`src/rtl/rtdc_pkg.sv`:
```
// Shared constants for the RTC display path: digit indices and the BCD-to-7-segment table.
package rtdc_pkg;

  localparam int NUM_DIGITS = 6;

  localparam logic [2:0] DIG_SEC_L = 3'd0;
  localparam logic [2:0] DIG_SEC_M = 3'd1;
  localparam logic [2:0] DIG_MIN_L = 3'd2;
  localparam logic [2:0] DIG_MIN_M = 3'd3;
  localparam logic [2:0] DIG_HRL   = 3'd4;
  localparam logic [2:0] DIG_HRM   = 3'd5;

  localparam logic [6:0] SEG_DASH = 7'h40;

  // Active-high segment patterns, bit0=a .. bit6=g; element 0 is the rightmost entry.
  localparam logic [15:0][6:0] SEG_TABLE = {
    SEG_DASH, SEG_DASH, SEG_DASH, SEG_DASH, SEG_DASH, SEG_DASH,
    7'h6F, 7'h7F, 7'h07, 7'h7D, 7'h6D, 7'h66, 7'h4F, 7'h5B, 7'h06, 7'h3F
  };

  function automatic logic [6:0] seg_lookup(input logic [3:0] value);
    return SEG_TABLE[value];
  endfunction

endpackage

```
`src/rtl/rtdc_seg7_scan_bcd_to_seg7.sv`:
```
// Combinational BCD digit to active-high 7-segment pattern; codes 10..15 show a dash.
module bcd_to_seg7
  import rtdc_pkg::*;
(
  input  logic [3:0] bcd,
  output logic [6:0] seg
);

  assign seg = seg_lookup(bcd);

endmodule

```
`src/rtl/rtdc_seg7_scan.sv`:
```
// Six-digit multiplexed 7-segment scanner with a per-frame snapshot of the BCD time digits.
module rtdc_seg7_scan
  import rtdc_pkg::*;
#(
  parameter int SCAN_DIV        = 1000,
  parameter bit ACTIVE_LOW_SEG  = 1'b1,
  parameter bit ACTIVE_LOW_AN   = 1'b1,
  parameter bit BLANK_LEAD_ZERO = 1'b1
) (
  input  logic       CLK,
  input  logic       RST,
  input  logic       EN,
  input  logic [3:0] SEC_L,
  input  logic [3:0] SEC_M,
  input  logic [3:0] MIN_L,
  input  logic [3:0] MIN_M,
  input  logic [3:0] HRL,
  input  logic [3:0] HRM,
  output logic [6:0] SEG,
  output logic       DP,
  output logic [5:0] AN,
  output logic       FRAME_DONE
);

  localparam int             CW      = (SCAN_DIV > 2) ? $clog2(SCAN_DIV) : 1;
  localparam logic [CW-1:0]  CNT_MAX = CW'(SCAN_DIV - 1);
  localparam logic [6:0]     SEG_OFF = ACTIVE_LOW_SEG ? 7'h7F : 7'h00;
  localparam logic           DP_OFF  = ACTIVE_LOW_SEG;
  localparam logic [5:0]     AN_OFF  = ACTIVE_LOW_AN ? 6'h3F : 6'h00;

  logic [CW-1:0] cnt;
  logic [2:0]    idx;
  logic [3:0]    snap [NUM_DIGITS];
  logic          primed;

  logic       tick;
  logic       wrap;
  logic [3:0] cur_digit;
  logic [6:0] dec_seg;
  logic [6:0] seg_ah;
  logic       dp_ah;
  logic [5:0] an_ah;

  assign tick = EN && (cnt == CNT_MAX);
  assign wrap = tick && (idx == DIG_HRM);

  always_comb begin
    cur_digit = snap[0];
    case (idx)
      DIG_SEC_M: cur_digit = snap[1];
      DIG_MIN_L: cur_digit = snap[2];
      DIG_MIN_M: cur_digit = snap[3];
      DIG_HRL:   cur_digit = snap[4];
      DIG_HRM:   cur_digit = snap[5];
      default:   cur_digit = snap[0];
    endcase
  end

  bcd_to_seg7 u_dec (
    .bcd (cur_digit),
    .seg (dec_seg)
  );

  // Separators sit after the hours-units and minutes-units digits (HH.MM.SS).
  always_comb begin
    seg_ah = dec_seg;
    dp_ah  = (idx == DIG_MIN_L) || (idx == DIG_HRL);
    an_ah  = 6'b000001 << idx;
    if (BLANK_LEAD_ZERO && (idx == DIG_HRM) && (cur_digit == 4'd0)) begin
      seg_ah = 7'h00;
      dp_ah  = 1'b0;
    end
  end

  always_ff @(posedge CLK) begin
    if (RST) begin
      cnt        <= '0;
      idx        <= DIG_SEC_L;
      primed     <= 1'b0;
      for (int i = 0; i < NUM_DIGITS; i++) snap[i] <= 4'd0;
      SEG        <= SEG_OFF;
      DP         <= DP_OFF;
      AN         <= AN_OFF;
      FRAME_DONE <= 1'b0;
    end else if (EN) begin
      if (tick) begin
        cnt <= '0;
        idx <= (idx == DIG_HRM) ? DIG_SEC_L : idx + 3'd1;
      end else begin
        cnt <= cnt + CW'(1);
      end
      // Snapshot only at frame boundaries so a rollover never tears the shown time.
      if (!primed || wrap) begin
        snap[DIG_SEC_L] <= SEC_L;
        snap[DIG_SEC_M] <= SEC_M;
        snap[DIG_MIN_L] <= MIN_L;
        snap[DIG_MIN_M] <= MIN_M;
        snap[DIG_HRL]   <= HRL;
        snap[DIG_HRM]   <= HRM;
        primed          <= 1'b1;
      end
      SEG        <= seg_ah ^ {7{ACTIVE_LOW_SEG}};
      DP         <= dp_ah ^ ACTIVE_LOW_SEG;
      AN         <= an_ah ^ {6{ACTIVE_LOW_AN}};
      FRAME_DONE <= wrap;
    end else begin
      SEG        <= SEG_OFF;
      DP         <= DP_OFF;
      AN         <= AN_OFF;
      FRAME_DONE <= 1'b0;
    end
  end

endmodule

```
`config.mk`:
```
export PLATFORM = sky130hd
export DESIGN_NAME = rtdc_seg7_scan
export DESIGN_NICKNAME = d
export VERILOG_FILES = /design/src/rtl/rtdc_pkg.sv /design/src/rtl/rtdc_seg7_scan_bcd_to_seg7.sv /design/src/rtl/rtdc_seg7_scan.sv
export SDC_FILE = /design/constraint.sdc
export NUM_CORES = 1
export LEC_CHECK = 0
export CAP_MARGIN = 20
export CORE_UTILIZATION = 45
export DETAILED_ROUTE_END_ITERATION = 12
export GPL_TIMING_DRIVEN = 0
export PLACE_DENSITY = 0.7
export SYNTH_ARGS = -nofsm -noshare
export SYNTH_HDL_FRONTEND = slang
export SYNTH_SLANG_ARGS = --single-unit
```
`constraint.sdc`:
```
create_clock -name CLK -period 7.4 [get_ports CLK]
set_input_delay 2.22 -clock CLK [delete_from_list [all_inputs] [get_ports CLK]]
set_output_delay 2.22 -clock CLK [all_outputs]
set_load 0.005 [all_outputs]
```
==> flow_summary.json, run 1 <==
{
  "vertical_die_dimension_um": 75.6,
  "start_util": 0.471,
  "grt_antenna_before_repair": 0,
  "largest_family_of_logic_cells_by_synthesized_area": "simple AND/OR/NAND/NOR gates",
  "grt_max_degree": 25,
  "post_synth_mux_area_share": 0.00822,
  "final-max-slew-violation-count": 0,
  "clk-insertion-delay-late_ns": 0.30,
  "power.switching_uw": 119,
  "cts_buffers": 5,
  "synth-seq-cells": 53,
  "core-area_sq_mm": 0.00517,
  "clock-sinks": 53,
  "number_of_rows_in_the_core_area": 26,
  "report.final.hold_viol_count": 0,
  "globalRouteTotalUtil": 0.181,
  "synth_enable_flop_cells": 24,
  "complex_gate_fraction_of_the_synthesized_area": 0.123,
  "seq_area_frac_synth": 0.534,
  "num-fill-cells": 444,
  "layout-drive-gt1-share": 0.0532,
  "tritoncts": "built",
  "port_buffers": 41,
  "comb_power_share": 0.099,
  "timing.critical_path.arrival_ns": 5.45,
  "synth-xor-area-share": 0.0360,
  "worst_slew_margin_rel": 0.409,
  "cts_hold_repair.buffers": 0,
  "cp_startpoint_kind": "input port",
  "cts_setup_buffers": 0,
  "maxCapViolations": 0,
  "synth_top_flop_cell": "sky130_fd_sc_hd__dfxtp_1",
  "groute.layer.met2.usage": 0.276,
  "power.internal_uw": 418,
  "power_density_mw_per_mm2": 178,
  "wirelength_routed_um": 4740,
  "clk_pin_slew_ns": 0.09,
  "nets": 315,
  "critical_path.cell_chain": "clkdlybuf4s50_1, and3_1, nand4_1, o21ai_0, clkbuf_1, a21o_1",
  "result_of_the_run": "complete, no violations",
  "detailedRoute.firstIterationViolations": 86,
  "worst_setup_path_class": "input port to flip-flop",
  "timing.critical_path.slowest_stage_cell": "sky130_fd_sc_hd__a21o_1",
  "fin_area_sq_mm": 0.00302,
  "firstDrtPassIters": 4,
  "gp_congestion": 0.868,
  "ctsHtreeMaxLevel": 2,
  "globalRouteMet1Util": 0.255,
  "adder_cell_fraction_of_synth_area": 0.0360,
  "first_global_vias": 1664,
  "rsz0062_at_grt": "false",
  "required_ns": 7.34,
  "leakagePower_nw": 1.19,
  "layout-area-overhead-vs-synth_pct": 23.9,
  "sw_frac_of_total": 0.222,
  "layout_common_cells": "41 x sky130_fd_sc_hd__clkdlybuf4s50_1, 29 x sky130_fd_sc_hd__dfxtp_1, 27 x sky130_fd_sc_hd__and3_1, 24 x sky130_fd_sc_hd__edfxtp_1, 19 x sky130_fd_sc_hd__nor2_1",
  "mostFrequentLayoutCell": "sky130_fd_sc_hd__clkdlybuf4s50_1",
  "share_clk_of_total_power": 0.295,
  "stage_delay_of_the_slowest_cell_on_the_critical_path_ns": 0.77,
  "routedWlPerCell_um": 13.5,
  "ios": 42,
  "globalRouteOverflowTotal": 0,
  "distinct_cell_type_count_of_the_synthesized_netlist": 46,
  "grt.met3_usage": 0.0410,
  "antenna_cells": 0,
  "avgViaCountPerCell": 5.24,
  "post-route-min-period_ns": 5.51,
  "portion_of_the_clock_cycle_consumed_by_the_worst_path_in_the_final_layout": 0.745,
  "timing.final.setup_violations": 0,
  "post_synth_arst_share": 0,
  "hold_class": "flip-flop to flip-flop",
  "syn_area_sq_mm": 0.00243,
  "synth_area_per_cell_sq_um": 10.4,
  "clockRootBuffer": "sky130_fd_sc_hd__clkbuf_8",
  "grt_most_used_layer": "met2",
  "postLayoutCoreUtil": 0.583,
  "ir_worst_vdd_mv": 0.0834,
  "fin_tns_setup_ns": 0,
  "synth-simple-area-share": 0.229,
  "clock_path_buffers": 2,
  "power.sequential.fraction": 0.606,
  "max_slew.worst_pin.slew_ns": 0.887,
  "dieWidth_um": 75.6,
  "drc": 0,
  "cts-resized-gates": 0,
  "yosys_warnings": 0,
  "via_count": 1844,
  "route.antenna.remaining_nets": 0,
  "fp.dieArea_sq_mm": 0.00571,
  "place_area_sq_mm": 0.00293,
  "synth.net_count": 267,
  "grt_first_pass_wirelength_um": 7710,
  "crit_path_max_fanout": 24,
  "dpl.hpwl_um": 3410,
  "clock_skews_ns": 0.0113,
  "setup.worst_path.end_class": "flip-flop",
  "syn-instance-count": 233,
  "timing.fmax_ghz": 0.181
}
-- worst max-delay path, delay by kind of cell --
family,cells,cell delay [ns]
AOI/OAI and AO/OA,2,1.51
buffers and inverters,2,1.01
and+or+nand+nor,2,0.69
-- path summary, 6_finish.rpt --
check | from | endpoint | slack, ns | depth (start not counted)
max reg2reg | idx[1] | SEG[3] | 3.88 | 13
min | cnt[1] | cnt[1] | 0.50 | 2
max | EN | snap[0][3] | 1.89 | 6
min reg2reg | cnt[1] | cnt[1] | 0.50 | 2
-- stage by stage --
stage	worst slack [ns]	hold WS [ns]	std cells	power [mW]
5_1_grt	1.51	0.532	352	0.556
2_1_floorplan	3.04	0.456	233	0.357
3_3_place_gp	1.55	0.473	344	0.385
6_report	1.89	0.497	352	0.537
3_5_place_dp	1.47	0.487	344	0.386
4_1_cts	1.79	0.501	352	0.540
-- final cells by class --
cell class	count	area, sq um	area share
Inverter	7	26.3	0.00871
Tap cell	70	87.6	0.0290
Sequential cell	53	1300	0.431
Clock buffer	7	76.3	0.0253
Timing Repair Buffer	41	410	0.136
Clock inverter	1	7.51	0.00249
Multi-Input combinational cell	161	1050	0.349
Buffer	12	53.8	0.0178
-- sequential cells by signal (all words and copies together) (netlist names) --
name,flops
snap,24
cnt,10
SEG,7
AN,6
idx,3
DP,1
FRAME_DONE,1
primed,1
-- power groups by stage --
| stage | sequential, mW | combinational, mW | clock [mW] |
|---|---|---|---|
| after floorplan | 0.331 | 0.0263 | 0 |
| after global placement | 0.332 | 0.0528 | 0 |
| after detailed placement | 0.332 | 0.0534 | 0 |
| after CTS | 0.325 | 0.0538 | 0.161 |
| after global routing | 0.327 | 0.0592 | 0.169 |
| final | 0.325 | 0.0533 | 0.158 |
-- synthesized netlist by cell type, types with 2 or more instances --
cell	instances	area, sq um
sky130_fd_sc_hd__clkbuf_1	10	37.5
sky130_fd_sc_hd__mux2i_1	2	20.0
sky130_fd_sc_hd__or3_1	2	12.5
sky130_fd_sc_hd__nand4_1	3	18.8
sky130_fd_sc_hd__or2_2	2	12.5
sky130_fd_sc_hd__nand3b_1	3	22.5
sky130_fd_sc_hd__inv_1	7	26.3
sky130_fd_sc_hd__o21ai_0	6	30.0
sky130_fd_sc_hd__a21oi_1	15	75.1
sky130_fd_sc_hd__nand3_1	7	35.0
sky130_fd_sc_hd__dfxtp_1	29	581
sky130_fd_sc_hd__o32ai_1	2	17.5
sky130_fd_sc_hd__and2_1	3	18.8
sky130_fd_sc_hd__nand2_1	17	63.8
sky130_fd_sc_hd__nor3_1	2	10.0
sky130_fd_sc_hd__and3_1	27	169
sky130_fd_sc_hd__o32a_1	6	60.1
sky130_fd_sc_hd__edfxtp_1	24	721
sky130_fd_sc_hd__xnor2_1	4	35.0
sky130_fd_sc_hd__xor2_1	6	52.6
sky130_fd_sc_hd__nor2b_1	2	12.5
sky130_fd_sc_hd__nand2b_1	3	18.8
sky130_fd_sc_hd__a211oi_1	2	15.0
sky130_fd_sc_hd__ha_1	7	87.6
sky130_fd_sc_hd__nor4bb_1	2	20.0
sky130_fd_sc_hd__a21o_1	2	15.0
sky130_fd_sc_hd__nor2_1	19	71.3
-- kinds of logic (layout without fill, tap and decap cells) --
family,after synthesis,in the layout
AO/OA/AOI/OAI,42,42
XOR/XNOR,10,10
adder cells (fa/ha/maj),7,7
buffers and inverters,19,68
flip-flops,53,53
multiplexers,2,2
AND/OR/NAND/NOR,100,100
-- routing by layer --
metal | up-vias | wire length, um
li1 | 945 | -
met1 | 825 | 2300
met2 | 64 | 2100
met3 | 10 | 267
met4 | 0 | 75
met5 | - | 0
(Power assumes the default switching activity.)
==> inputs of run 2 (changes only) <==
- clock period: 7.4 -> 5.1 ns (I/O delays scaled with it)
==> run 2 against run 1 <==
  * Final area barely moved
  * Sequential power increased by 45%
  * Non-clock buffer count stayed put
  * Critical endpoint unchanged
  * Final cell count stayed put
==> flow_summary.json, run 2 (synthesized netlist as in run 1, its figures left out) <==
{
  "result_of_the_run": "complete, no violations",
  "final-max-slew-violation-count": 0,
  "start_util": 0.471,
  "crit_path_max_fanout": 24,
  "drc": 0,
  "clock_path_buffers": 2,
  "place_area_sq_mm": 0.00293,
  "routedWlPerCell_um": 13.4,
  "route.antenna.remaining_nets": 0,
  "dieWidth_um": 75.6,
  "cp_startpoint_kind": "input port",
  "wirelength_routed_um": 4720,
  "power.total_uw": 778,
  "leakagePower_nw": 1.19,
  "cts_buffers": 5,
  "worst_setup_path_class": "input port to flip-flop",
  "timing.critical_path.arrival_ns": 4.55,
  "globalRouteTotalUtil": 0.181,
  "grt_antenna_before_repair": 0,
  "clockRootBuffer": "sky130_fd_sc_hd__clkbuf_8",
  "largest_register_ffs": 24,
  "registers.top_by_ff_count": "snap",
  "via_count": 1834,
  "core-area_sq_mm": 0.00517,
  "reg_top3": "snap x24, cnt x10, SEG x7",
  "ir_worst_vdd_mv": 0.121,
  "mostFrequentLayoutCell": "sky130_fd_sc_hd__clkdlybuf4s50_1",
  "clk_pin_slew_ns": 0.09,
  "layout-drive-gt1-share": 0.0567,
  "timing.critical_path.slowest_stage_cell": "sky130_fd_sc_hd__o21ai_0",
  "firstDrtPassIters": 4,
  "timing.final.setup_violations": 0,
  "max_slew.worst_pin.slew_ns": 0.770,
  "antenna_cells": 0,
  "worst_slack_ns": 0.503,
  "fin_area_sq_mm": 0.00302,
  "stage_delay_of_the_slowest_cell_on_the_critical_path_ns": 0.74,
  "tritoncts": "built",
  "timing.critical_path.buf_inv": 2,
  "first_global_vias": 1664,
  "power_density_mw_per_mm2": 258,
  "layout-area-overhead-vs-synth_pct": 23.9,
  "portion_of_the_clock_cycle_consumed_by_the_worst_path_in_the_final_layout": 0.901,
  "cts_setup_buffers": 0,
  "ios": 42,
  "grt_max_degree": 25,
  "grt_first_pass_wirelength_um": 7710,
  "nets": 315,
  "detailedRoute.firstIterationViolations": 86,
  "fp.dieArea_sq_mm": 0.00571,
  "globalRouteOverflowTotal": 0,
  "rsz0062_at_grt": "false",
  "maxCapViolations": 0,
  "required_ns": 5.05,
  "gp_congestion": 0.868,
  "path_delay_family": "compound AO/OA/AOI/OAI gates",
  "port_buffers": 41,
  "dpl.hpwl_um": 3410,
  "number_of_rows_in_the_core_area": 26,
  "ctsHtreeMaxLevel": 2,
  "critical_path.cell_chain": "clkdlybuf4s50_1, and3_1, nand4_1, o21ai_0, clkbuf_1, a21o_2",
  "setup.worst_path.end_class": "flip-flop",
  "hold_slack_ns": 0.500,
  "worst_slew_margin_rel": 0.485,
  "avgViaCountPerCell": 5.21,
  "layout_common_cells": "41 x sky130_fd_sc_hd__clkdlybuf4s50_1, 29 x sky130_fd_sc_hd__dfxtp_1, 27 x sky130_fd_sc_hd__and3_1, 24 x sky130_fd_sc_hd__edfxtp_1, 19 x sky130_fd_sc_hd__nor2_1",
  "timing.fmax_ghz": 0.218,
  "vertical_die_dimension_um": 75.6,
  "clock_skews_ns": 0.0102,
  "report.final.hold_viol_count": 0,
  "clock-sinks": 53,
  "clk-insertion-delay-late_ns": 0.30,
  "post-route-min-period_ns": 4.60,
  "dp_slack_ns": -0.135,
  "hold_class": "flip-flop to flip-flop"
}
-- run 2: changes by cell type in the layout (fill, tap and decap cells not counted) --
cell,change
sky130_fd_sc_hd__a21o_2,+1
sky130_fd_sc_hd__a21o_1,-1
-- run 2: worst paths after layout --
kind                            slack (ns)    endpoint   start  cells past startpoint
worst min-delay path                  0.50      cnt[1]  cnt[1]                      2
worst max-delay path                  0.50  snap[0][3]      EN                      6
worst min register to register        0.50      cnt[1]  cnt[1]                      2
worst max register to register        1.59      SEG[3]  idx[1]                     13
-- run 2: cell type report --
type,instances,area [sq um]
Fill cell,443,2150
Sequential cell,53,1300
Multi-Input combinational cell,161,1050
Timing Repair Buffer,41,410
Tap cell,70,87.6
Clock buffer,7,76.3
Buffer,12,53.8
Inverter,7,26.3
Clock inverter,1,7.51
-- run 2: metal layers --
layer | vias to the layer above | global-route usage | share of wire
met1 | 819 | 0.255 | 0.49
li1 | 943 | - | -
met2 | 60 | 0.276 | 0.44
met3 | 12 | 0.0410 | 0.052
met4 | 0 | 0.0638 | 0.017
met5 | - | 0 | 0
-- run 2: report_power, final --
part / total, mW / internal [mW] / leakage (nW) / switching, mW
registers: 0.472 / 0.465 / 0.495 / 0.00648
logic: 0.0776 / 0.0430 / 0.657 / 0.0345
clock network: 0.229 / 0.0974 / 0.0385 / 0.131
total: 0.778 / 0.606 / 1.19 / 0.172
-- run 2: worst min-delay path, delay by kind of cell (launching register included) --
kind             cells  cell delay (ns)
AO/OA/AOI/OAI        1             0.05
AND/OR/NAND/NOR      1             0.07
flip-flops           1             0.34
-- run 2: metrics by stage --
step,setup TNS (ns),utilization,std cells
after floorplan,0,-,233
after detailed placement,-3.22,0.567,344
after global routing,0,0.583,352
final,0,0.583,352
after CTS,0,0.583,352
after global placement,-1.35,0.567,344
-- run 2: repair_timing --
item,CTS,global route
hold buffers,0,0
setup endpoints to repair,0,24
hold endpoints to repair,0,0
resized for setup,0,1
==> inputs of run 3 (changes only) <==
- CORE_UTILIZATION: 45 -> 52
- PLACE_DENSITY: 0.7 -> 0.79
- TNS_END_PERCENT: not set -> 20
==> run 3 against run 2 <==
  * Non-clock buffer count stayed put
  * Final cell count is 5.1% lower
  * Flip-flop and latch count stayed put
  * Final area is 0.79% lower
  * Worst setup slack worse by 0.046 ns
  * Critical endpoint is now snap[0][2]
  * Highest routed layer unchanged
==> flow_summary.json, run 3 (synthesized netlist as in run 1, its figures left out) <==
{
  "mostFrequentLayoutCell": "sky130_fd_sc_hd__clkdlybuf4s50_1",
  "routedWlPerCell_um": 14.2,
  "fp.dieArea_sq_mm": 0.00496,
  "place_area_sq_mm": 0.00291,
  "clk_pin_slew_ns": 0.09,
  "worst_slew_margin_rel": 0.397,
  "share_clk_of_total_power": 0.295,
  "rsz0062_at_grt": "false",
  "cp_launch_point": "EN",
  "crit_path_max_fanout": 24,
  "firstDrtPassIters": 4,
  "worst_slack_ns": 0.457,
  "wirelength_routed_um": 4730,
  "final-max-slew-violation-count": 0,
  "required_ns": 5.04,
  "globalRouteTotalUtil": 0.207,
  "portion_of_the_clock_cycle_consumed_by_the_worst_path_in_the_final_layout": 0.910,
  "maxCapViolations": 0,
  "ir_worst_vdd_mv": 0.165,
  "ff2ff_path_depth": 13,
  "start_util": 0.552,
  "fin_area_sq_mm": 0.00299,
  "worstReg2RegStart": "idx[1]",
  "report.final.hold_viol_count": 0,
  "power.internal_uw": 606,
  "vertical_die_dimension_um": 70.4,
  "num-fill-cells": 356,
  "power.total_uw": 780,
  "worst_hold_path_cell_count": 2,
  "reg_top3": "snap x24, cnt x10, SEG x7",
  "total_placed_cells_including_tap_cells": 326,
  "worst_setup_path_class": "input port to flip-flop",
  "ff_latch_area_sq_mm": 0.00130,
  "avgViaCountPerCell": 5.69,
  "cts_buffers": 5,
  "setup.worst_path.end_class": "flip-flop",
  "clk-insertion-delay-late_ns": 0.30,
  "sw_frac_of_total": 0.223,
  "route.antenna.remaining_nets": 0,
  "globalRouteOverflowTotal": 0,
  "comb_power_share": 0.100,
  "number_of_rows_in_the_core_area": 24,
  "layout_common_cells": "41 x sky130_fd_sc_hd__clkdlybuf4s50_1, 29 x sky130_fd_sc_hd__dfxtp_1, 27 x sky130_fd_sc_hd__and3_1, 24 x sky130_fd_sc_hd__edfxtp_1, 19 x sky130_fd_sc_hd__nor2_1",
  "detailedRoute.firstIterationViolations": 102,
  "cts_hold_repair.buffers": 0,
  "first_global_vias": 1704,
  "dpl.hpwl_um": 3430,
  "largest_register_ffs": 24,
  "dp_slack_ns": -0.0914,
  "r2r-end": "SEG[3]",
  "cts-resized-gates": 0,
  "min_from": "cnt[1]",
  "leakagePower_nw": 1.19,
  "drc": 0,
  "hold_slack_ns": 0.498,
  "grt_max_degree": 25,
  "whs_endpoint": "cnt[1]",
  "power.sequential.fraction": 0.606,
  "layout-area-overhead-vs-synth_pct": 23.0,
  "timing.fmax_ghz": 0.215,
  "cts_setup_buffers": 0,
  "tritoncts": "built",
  "hold_class": "flip-flop to flip-flop",
  "timing.critical_path.arrival_ns": 4.58,
  "postLayoutCoreUtil": 0.678,
  "core-area_sq_mm": 0.00441,
  "registers.top_by_ff_count": "snap",
  "clock-sinks": 53,
  "dieWidth_um": 70.4,
  "clock_path_buffers": 2,
  "finish.cell_count_without_fillers": 334,
  "result_of_the_run": "complete, no violations",
  "fin_tns_setup_ns": 0,
  "post-route-min-period_ns": 4.64,
  "clockRootBuffer": "sky130_fd_sc_hd__clkbuf_8",
  "ios": 42,
  "max_slew.worst_pin.slew_ns": 0.905,
  "multi_input_comb_area_sq_mm": 0.00105,
  "r2r_slack_ns": 1.56,
  "clock_skews_ns": 0.0105,
  "ctsHtreeMaxLevel": 2,
  "grt_first_pass_wirelength_um": 7920,
  "grt_antenna_before_repair": 0,
  "via_count": 1899,
  "layout-drive-gt1-share": 0.0532,
  "timing.final.setup_violations": 0,
  "power.switching_uw": 174,
  "nets": 315,
  "gp_congestion": 0.903,
  "port_buffers": 41,
  "cp_startpoint_kind": "input port",
  "antenna_cells": 0,
  "power_density_mw_per_mm2": 261
}
==> run 3: cell counts in the layout (fill, tap and decap cells not counted) <==
Identical to the previous run, type by type.
==> run 3: power by group through the flow <==
stage | registers [mW] | clock network, mW | logic (mW)
floorplan | 0.481 | 0 | 0.0381
global placement | 0.481 | 0 | 0.0756
detailed placement | 0.483 | 0 | 0.0776
CTS | 0.473 | 0.232 | 0.0780
global route | 0.475 | 0.251 | 0.0863
finish | 0.473 | 0.230 | 0.0779
==> run 3: routing by layer <==
metal  up-vias  track usage  wire length [um]
li1        940            -                 -
met1       885        0.268              2200
met2        67        0.338              2250
met3         7       0.0418               218
met4         0       0.0844                68
met5         -            0                 0
==> run 3: how the worst max path moves through the flow <==
| stage | to | slack, ns | cells after the start |
|---|---|---|---|
| after floorplan | snap[0][0] | 1.43 | 5 |
| after global placement | snap[0][3] | 0.01 | 6 |
| after detailed placement | snap[0][2] | -0.09 | 6 |
| after CTS | snap[0][5] | 0.23 | 6 |
| after global routing | snap[0][2] | 0.15 | 6 |
| final | snap[0][2] | 0.46 | 6 |
==> run 3: cell type report <==
type / instances / area share
buffer: 12 / 0.0180
tap: 52 / 0.0217
clock inverter: 1 / 0.00251
clock buffer: 7 / 0.0255
sequential: 53 / 0.435
timing repair buffer: 41 / 0.137
multi-input combinational: 161 / 0.352
inverter: 7 / 0.00878
==> run 3: critical path, stage by stage <==
cell and delay (ns):
sky130_fd_sc_hd__clkdlybuf4s50_1 0.62, sky130_fd_sc_hd__and3_1 0.28, sky130_fd_sc_hd__nand4_1 0.40, sky130_fd_sc_hd__o21ai_1 0.57, sky130_fd_sc_hd__clkbuf_1 0.39, sky130_fd_sc_hd__a21o_1 0.78
